File: config.mk
export PLATFORM = sky130hd
export DESIGN_NAME = uart_rx_deser
export DESIGN_NICKNAME = d
export VERILOG_FILES = /design/src/rtl/uart_rx_deser.sv
export SDC_FILE = /design/constraint.sdc
export NUM_CORES = 1
export LEC_CHECK = 0
export BUFFER_PORTS_ARGS = -buffer_cell sky130_fd_sc_hd__buf_2
export CAP_MARGIN = 20
export CORE_ASPECT_RATIO = 0.6
export CORE_UTILIZATION = 50
export DETAILED_ROUTE_END_ITERATION = 12
export PLACE_DENSITY = 0.74
export SETUP_SLACK_MARGIN = 0.1
export SYNTH_ARGS = -nofsm -noshare
export SYNTH_HDL_FRONTEND = slang
export SYNTH_SLANG_ARGS = --single-unit
File: constraint.sdc
create_clock -name clk -period 2.1 [get_ports clk]
set_clock_uncertainty 0.1 [all_clocks]
set_input_delay 0.42 -clock clk [delete_from_list [all_inputs] [get_ports clk]]
set_output_delay 0.42 -clock clk [all_outputs]
set_load 0.1 [all_outputs]
File: src/rtl/uart_rx_deser.sv
// rtl/uart_rx_deser.sv - oversampling 8N1 UART receiver with byte handshake and error flags
module uart_rx_deser #(
    parameter logic [7:0] PERIOD = 8'h0C
) (
    input  logic       clk,
    input  logic       reset,
    input  logic       rxin,
    input  logic       rd_ack,
    output logic [7:0] dout,
    output logic       valid,
    output logic       frame_err,
    output logic       overrun,
    output logic       busy
);
    typedef enum logic [1:0] {IDLE, START, DATA, STOP} state_t;

    state_t     state;
    logic       rx_meta;
    logic       rx_s;
    logic [7:0] div;
    logic [3:0] scnt;
    logic [2:0] bitcnt;
    logic [7:0] sreg;
    logic       s7, s8, s9;
    logic       tick;
    logic       data_vote;
    logic       stop_vote;
    logic       start_det;
    logic       commit;

    assign tick      = (div == PERIOD - 8'd1);
    assign data_vote = (s7 & s8) | (s7 & s9) | (s8 & s9);
    // Stop bit commits on the third sample tick itself, so the live rx_s stands in for s9.
    assign stop_vote = (s7 & s8) | (s7 & rx_s) | (s8 & rx_s);
    assign start_det = (state == IDLE) && !rx_s;
    assign commit    = (state == STOP) && tick && (scnt == 4'd9);

    always_ff @(posedge clk or posedge reset) begin
        if (reset) begin
            rx_meta <= 1'b1;
            rx_s    <= 1'b1;
        end else begin
            rx_meta <= rxin;
            rx_s    <= rx_meta;
        end
    end

    always_ff @(posedge clk or posedge reset) begin
        if (reset) begin
            div  <= 8'd0;
            scnt <= 4'd0;
            s7   <= 1'b1;
            s8   <= 1'b1;
            s9   <= 1'b1;
        end else if (start_det) begin
            div  <= 8'd0;
            scnt <= 4'd0;
        end else begin
            div <= tick ? 8'd0 : div + 8'd1;
            if (tick) begin
                scnt <= scnt + 4'd1;
                case (scnt)
                    4'd7:    s7 <= rx_s;
                    4'd8:    s8 <= rx_s;
                    4'd9:    s9 <= rx_s;
                    default: ;
                endcase
            end
        end
    end

    always_ff @(posedge clk or posedge reset) begin
        if (reset) begin
            state     <= IDLE;
            bitcnt    <= 3'd0;
            sreg      <= 8'd0;
            dout      <= 8'd0;
            valid     <= 1'b0;
            frame_err <= 1'b0;
            overrun   <= 1'b0;
            busy      <= 1'b0;
        end else begin
            if (rd_ack && valid) begin
                valid   <= 1'b0;
                overrun <= 1'b0;
            end
            case (state)
                IDLE: begin
                    if (start_det) begin
                        state <= START;
                        busy  <= 1'b1;
                    end
                end
                START: begin
                    if (tick) begin
                        if (scnt == 4'd7 && rx_s) begin
                            state <= IDLE;
                            busy  <= 1'b0;
                        end else if (scnt == 4'd15) begin
                            state  <= DATA;
                            bitcnt <= 3'd0;
                        end
                    end
                end
                DATA: begin
                    if (tick && scnt == 4'd15) begin
                        sreg   <= {data_vote, sreg[7:1]};
                        bitcnt <= bitcnt + 3'd1;
                        if (bitcnt == 3'd7) begin
                            state <= STOP;
                        end
                    end
                end
                STOP: begin
                    // Leaving at mid-stop gives a back-to-back start bit time to be seen.
                    if (commit) begin
                        state <= IDLE;
                        busy  <= 1'b0;
                        if (!valid || rd_ack) begin
                            dout      <= sreg;
                            frame_err <= ~stop_vote;
                            valid     <= 1'b1;
                        end else begin
                            overrun <= 1'b1;
                        end
                    end
                end
                default: state <= IDLE;
            endcase
        end
    end
endmodule

Word-level counts from Yosys, hierarchy flattened

Index checks and enable logic that the tools add are counted.

Flip-flop bits (word level): 42
Input bits: 4
Output and inout bits: 12
Word-level logic and storage cells: 98

$add $sub $neg: 3
Equality and inequality tests: 18
Mux-type cells: 30
Bitwise operators: 11
Reductions and logical operators: 21

Operators with widths:

| cell                                                | count |
|---|---|
| two-way mux 8 bit                                   | 2 |
| != test 2 bit, second input constant                | 8 |
| two-way mux 2 bit                                   | 7 |
| equality test 4 bit, second input constant          | 3 |
| two-way mux 1 bit                                   | 12 |
| two-way mux 3 bit                                   | 4 |
| AND reduction 3 bit                                 | 4 |
| AND reduction 5 bit                                 | 2 |
| adder 8 x 1 -> 8 bit, second input constant         | 1 |
| equality test 8 x 4 -> 1 bit, second input constant | 1 |
| two-way mux 4 bit                                   | 2 |
| case mux 2 bit (4 select lines)                     | 1 |
| logical AND 1 bit                                   | 6 |
| case mux 3 bit (2 select lines)                     | 1 |
| AND reduction 6 bit                                 | 1 |
| AND 1 bit                                           | 5 |
| adder 4 x 1 -> 4 bit, second input constant         | 1 |
| equality test 2 bit, second input constant          | 2 |
| equality test 4 x 3 -> 1 bit, second input constant | 1 |
| OR 1 bit                                            | 4 |
| nonzero test 2 bit                                  | 2 |
| adder 3 x 1 -> 3 bit, second input constant         | 1 |
| equality test 3 bit, second input constant          | 1 |
| != test 3 bit, second input constant                | 1 |
| 8 further kinds                                     | 10 |

Logic depth before layout (Yosys ltp)

Depth after elaboration: 5
Depth in mapped cells: 8
Depth with buffers taken out: 7

Worst setup path before layout

No wires, ideal clock.

Kind: reg2reg
From: reg div[0]
To: reg dout[0]
Library setup time: 0.126 ns
Arrival time: 1.873 ns
Data required time: 1.874 ns
Slack: 0.001 ns
Cell stages (with the launch flop): 9
Path buffers: 2
Clock period less this slack: 2.099 ns
Path through: dfrtp_1 ha_1 nor3b_2 and2_1 buf_6 and3_4 and3_4 buf_12 mux2_4

Longest elaborated chain between the ends: 4

RTL lines:

| what                                 | line | text |
|---|---|---|
| start, declared                      | 20   | `logic [7:0] div;` |
| start signal, assigned               | 59   | `div <= tick ? 8'd0 : div + 8'd1;` |
| equality test 8 x 4 -> 1 bit         | 31   | `assign tick = (div == PERIOD - 8'd1);` |
| logical AND 1 bit (2 in a row)       | 36   | `assign commit = (state == STOP) && tick && (scnt == 4'd9);` |
| AND reduction 3 bit (no source line) | n/a  |  |
| end signal, assigned                 | 120  | `dout <= sreg;` |
| end, declared                        | 9    | `output logic [7:0] dout,` |

No other way between the ends.
A chain may end at the register's enable or synchronous reset.

==> out/results.txt <==
The measured slew at the worst slew-check pin was 549 ps. The setup check on the worst reg-to-reg path leaves a slack of 100 ps. Port buffering added 15 buffers. The final layout contains routed wiring with a total length of 4100 um. The run finished, with violations left. After the flow finishes, the layout carries non-filler instances totaling 246. Counting buffers and inverters, the worst setup path is 7 cells deep. Clock latency on the worst-skew pair, taken at its later pin, is 300 ps. In this run the vertical extent of the chip is 51.3 um. The tools report the largest voltage drop on the vdd net as 0.000351 V. The flip-flop and latch count after synthesis is 42. The area share of and/or/nand/nor cells after synthesis was 13.1%; the max capacitance violation total was 0.

The final critical delay including setup and external delays was 2000 ps; the starting utilization of the core area was 53.9%. Counting along the longest clock path gives a buffer depth of 2. In this run the core area contains 17 standard-cell rows. Hold timing on the final database bottoms out at a slack of 126 ps. The standard cell core area came out at 3760 um^2.

In this run the tightest slew margin relative to its limit is 63.1%. The first global-routing pass estimated 6530 um of wire. After detailed routing, the number of vias per cell comes to 5.63. The share of final-layout standard cells stronger than drive strength 1 was 35.2%.

Setup repair after global routing could not meet its margin everywhere. The total placed cells including tap cells was 229; the period utilization was 95.2%. The number of fill cells was 273; the overall power after layout was 1.48 mW. The wire length per cell came out at 16.7 um. Of all nets on the critical path, the largest fanout is 4.

After synthesis, the largest family of logic cells by area is simple AND/OR/NAND/NOR gates. Compared with the post-synthesis result, the final layout area differs by 16.8%. Detailed routing inserted a total of 1386 vias. Summing the areas of all compound-gate instances in the mapped netlist gives 6.97% of the synthesized area.

The netlist area before placement is 2030 um^2. The startpoint identified for the worst register-to-register timing path is div[0]. The first detailed-routing pass ran for 8 iterations. The power density over the cells is 623 nW/um^2. Sequential cells were found to cover 52.1% of the synthesized design area. Timing startpoint of the critical path: div[0].

Root buffer selected by CTS: sky130_fd_sc_hd__clkbuf_8. Clock-pin slew was measured on the worst setup and hold paths at 80 ps. The logs give 2 for the post-route DRC violation count and 0.838 for the weighted congestion at the end of routability-driven global placement.

The cell family contributing the most delay on the critical path is simple AND/OR/NAND/NOR gates. The count of nets left with antenna violations once routing finished came out at 0. Number of top-level pins: 16. The worst slack after detailed placement is -46.8 ps. From left edge to right edge, the die measures 84.2 um. The max-slew violation total from the final report is 0. The final reports fail on DRC. For this design, the CTS-stage hold fixing added 0 buffers. CTS saw 42 sinks.

The number of antenna violations at the first check in global routing was 0; the number of DRC markers after the initial detailed-route iteration was 87. After global routing the overflow that remains totals 0. The signal on the critical path passes through ha_2, nor3b_4, buf_4, nand4_1, a221o_1, nor3_2, mux2i_1. Type of the tightest min-delay check: primary input to asynchronous set/reset pin. For this run, the slowest stage of the critical path takes 400 ps. Timing-limited maximum frequency: 500 MHz. The layout net count was 213. Setup violations remaining at the end of the flow were counted as 0.

STA puts the critical path data required time at 2210 ps. After Yosys synthesis, full adders, half adders and majority gates account for 7.77% of the synthesized area. For this run, the leading register cell type out of synthesis is sky130_fd_sc_hd__dfrtp_1.

Global routing used 20.6% of the available tracks across all layers. TritonCTS built the clock tree. The number of cells on the worst reg-to-reg path is 7, and the post-route worst setup slack is 101 ps. The number of failing hold endpoints at the final stage is 0. A synthesized cell averages 12.2 um^2. The analysis attributes to cell leakage a power of 1.18 nW.

The logs give 5 for the number of CTS-inserted buffers and 2110 ps for the signal arrival time at the worst endpoint. Counting flops with a built-in enable in the synthesized netlist gives 0. The overall die area was 4320 um^2. The H-tree was split into 2 levels.

The half-perimeter wire length after detailed placement was 2780 um; the share of flip-flops with an asynchronous set or reset after synthesis was 100%. The pin count of the biggest net entering global routing was 43. The number of nets in the synthesized netlist is 181. STA classifies the critical path endpoint as a flip-flop. The critical path in this run is classified as flip-flop to flip-flop.

Critical path startpoint category: a flip-flop. The number of buffers and inverters on the critical path was 1. The via count of the first global-routing pass came out at 1420.

Synthesis handed over a netlist of 166 instances. After routing, the total negative slack on setup checks comes to 0 ps. Yosys mapped the design onto 39 distinct sky130hd cell types. Multiplexer cells account for 11.9% of the synthesized area. The Yosys step of the flow raised 0 warnings. The diode insertion count for antenna repair is 0.

The master of the slowest instance on the critical path was sky130_fd_sc_hd__a221o_1. The synthesized netlist devotes 3.89% of its cell area to XOR and XNOR gates.
area by class of cell:
cell class | count | area, um^2 | share of cell area (%)
clock buffers | 5 | 68.8 | 2.90
clock inverters | 3 | 40.0 | 1.69
inverters | 9 | 33.8 | 1.43
multi-input cells | 110 | 920 | 38.8
flip-flops and latches | 42 | 1060 | 44.6
well taps | 47 | 58.8 | 2.48
repair buffers | 30 | 191 | 8.08
worst register-to-register path, stage by stage, from the launching register on:
cell and delay [ps]:
sky130_fd_sc_hd__dfrtp_1 370, sky130_fd_sc_hd__ha_2 190, sky130_fd_sc_hd__nor3b_4 190, sky130_fd_sc_hd__buf_4 160, sky130_fd_sc_hd__nand4_1 130, sky130_fd_sc_hd__a221o_1 400
sky130_fd_sc_hd__nor3_2 150, sky130_fd_sc_hd__mux2i_1 220
report_power, final:
group / internal [mW] / leakage [nW] / switching, mW / total (mW)
clock: 0.350 / 0.0579 / 0.275 / 0.625
combinational: 0.00556 / 0.575 / 0.0298 / 0.0354
sequential: 0.813 / 0.548 / 0.00281 / 0.816
synthesized netlist by cell type (all sizes together) (2+ instances only):
| master | count | area (um^2) |
|---|---|---|
| o31ai | 2 | 15.0 |
| and3 | 4 | 35.0 |
| o21ai | 2 | 10.0 |
| nand2 | 8 | 30.0 |
| buf | 4 | 43.8 |
| nor2b | 2 | 12.5 |
| xnor2 | 2 | 17.5 |
| mux2i | 2 | 20.0 |
| a22o | 2 | 17.5 |
| xor2 | 7 | 61.3 |
| o41ai | 4 | 35.0 |
| clkbuf | 2 | 7.51 |
| dfstp | 5 | 131 |
| nand4 | 2 | 12.5 |
| inv | 9 | 33.8 |
| maj3 | 2 | 20.0 |
| a21oi | 5 | 25.0 |
| nand3 | 7 | 35.0 |
| nor2 | 15 | 56.3 |
| mux2 | 17 | 221 |
| nor3 | 2 | 10.0 |
| ha | 11 | 138 |
| and2 | 2 | 12.5 |
| dfrtp | 37 | 926 |
| nand2b | 2 | 12.5 |
how the worst min path moves through the flow:
stage               slack, ps  depth (start not counted)       to    start
detailed placement        250                          0     rx_s  rx_meta
global route              110                          1  rx_meta     rxin
global placement          250                          0     rx_s  rx_meta
floorplan                 250                          0     rx_s  rx_meta
CTS                       120                          1  rx_meta     rxin
finish                    130                          3  sreg[5]    reset
metrics by stage:
step	instance area (um^2)	util, %
after CTS	2320	61.5
after global placement	2170	57.7
final	2370	62.9
after detailed placement	2170	57.7
after global routing	2370	62.9
after floorplan	2040	-
metal layers:
layer	GRT usage [%]	wire, um
met1	27.1	1910
met2	30.9	1800
met3	6.95	302
met4	9.77	84
met5	0	0
cell usage in the layout, fill, tap and decap left out, types with 4 or more instances in the layout:
master	Yosys	layout
sky130_fd_sc_hd__a21oi_1	5	5
sky130_fd_sc_hd__buf_2	1	15
sky130_fd_sc_hd__buf_4	1	14
sky130_fd_sc_hd__clkbuf_8	0	5
sky130_fd_sc_hd__dfrtp_1	37	37
sky130_fd_sc_hd__dfstp_2	5	5
sky130_fd_sc_hd__ha_1	11	10
sky130_fd_sc_hd__inv_1	9	9
sky130_fd_sc_hd__mux2_2	9	9
sky130_fd_sc_hd__mux2_4	8	8
sky130_fd_sc_hd__nand2_1	8	8
sky130_fd_sc_hd__nand3_1	7	6
sky130_fd_sc_hd__nor2_1	15	15
sky130_fd_sc_hd__o41ai_1	4	4
sky130_fd_sc_hd__xor2_1	7	7
sequential cells by signal, indices dropped and copies added, names as in the netlist, 3 cells and up, named ones only:
name    flops
div         8
dout        8
sreg        8
scnt        4
bitcnt      3
what timing repair did:
item                                    in CTS  in global routing
cloned                                       0                  1
endpoints found under the setup margin      20                 20
pin swaps                                    3                  2
buffers inserted                             4                  4
gates resized for setup                      1                  3
kinds of logic (layout without fill, tap and decap cells):
group	Yosys count	in the layout
mux	19	19
compound gates	20	20
flops	42	42
fa+ha+maj	13	13
buf+inv	15	47
simple gates	48	49
xor+xnor	9	9
Note: power is estimated with default switching activity, not from simulation.
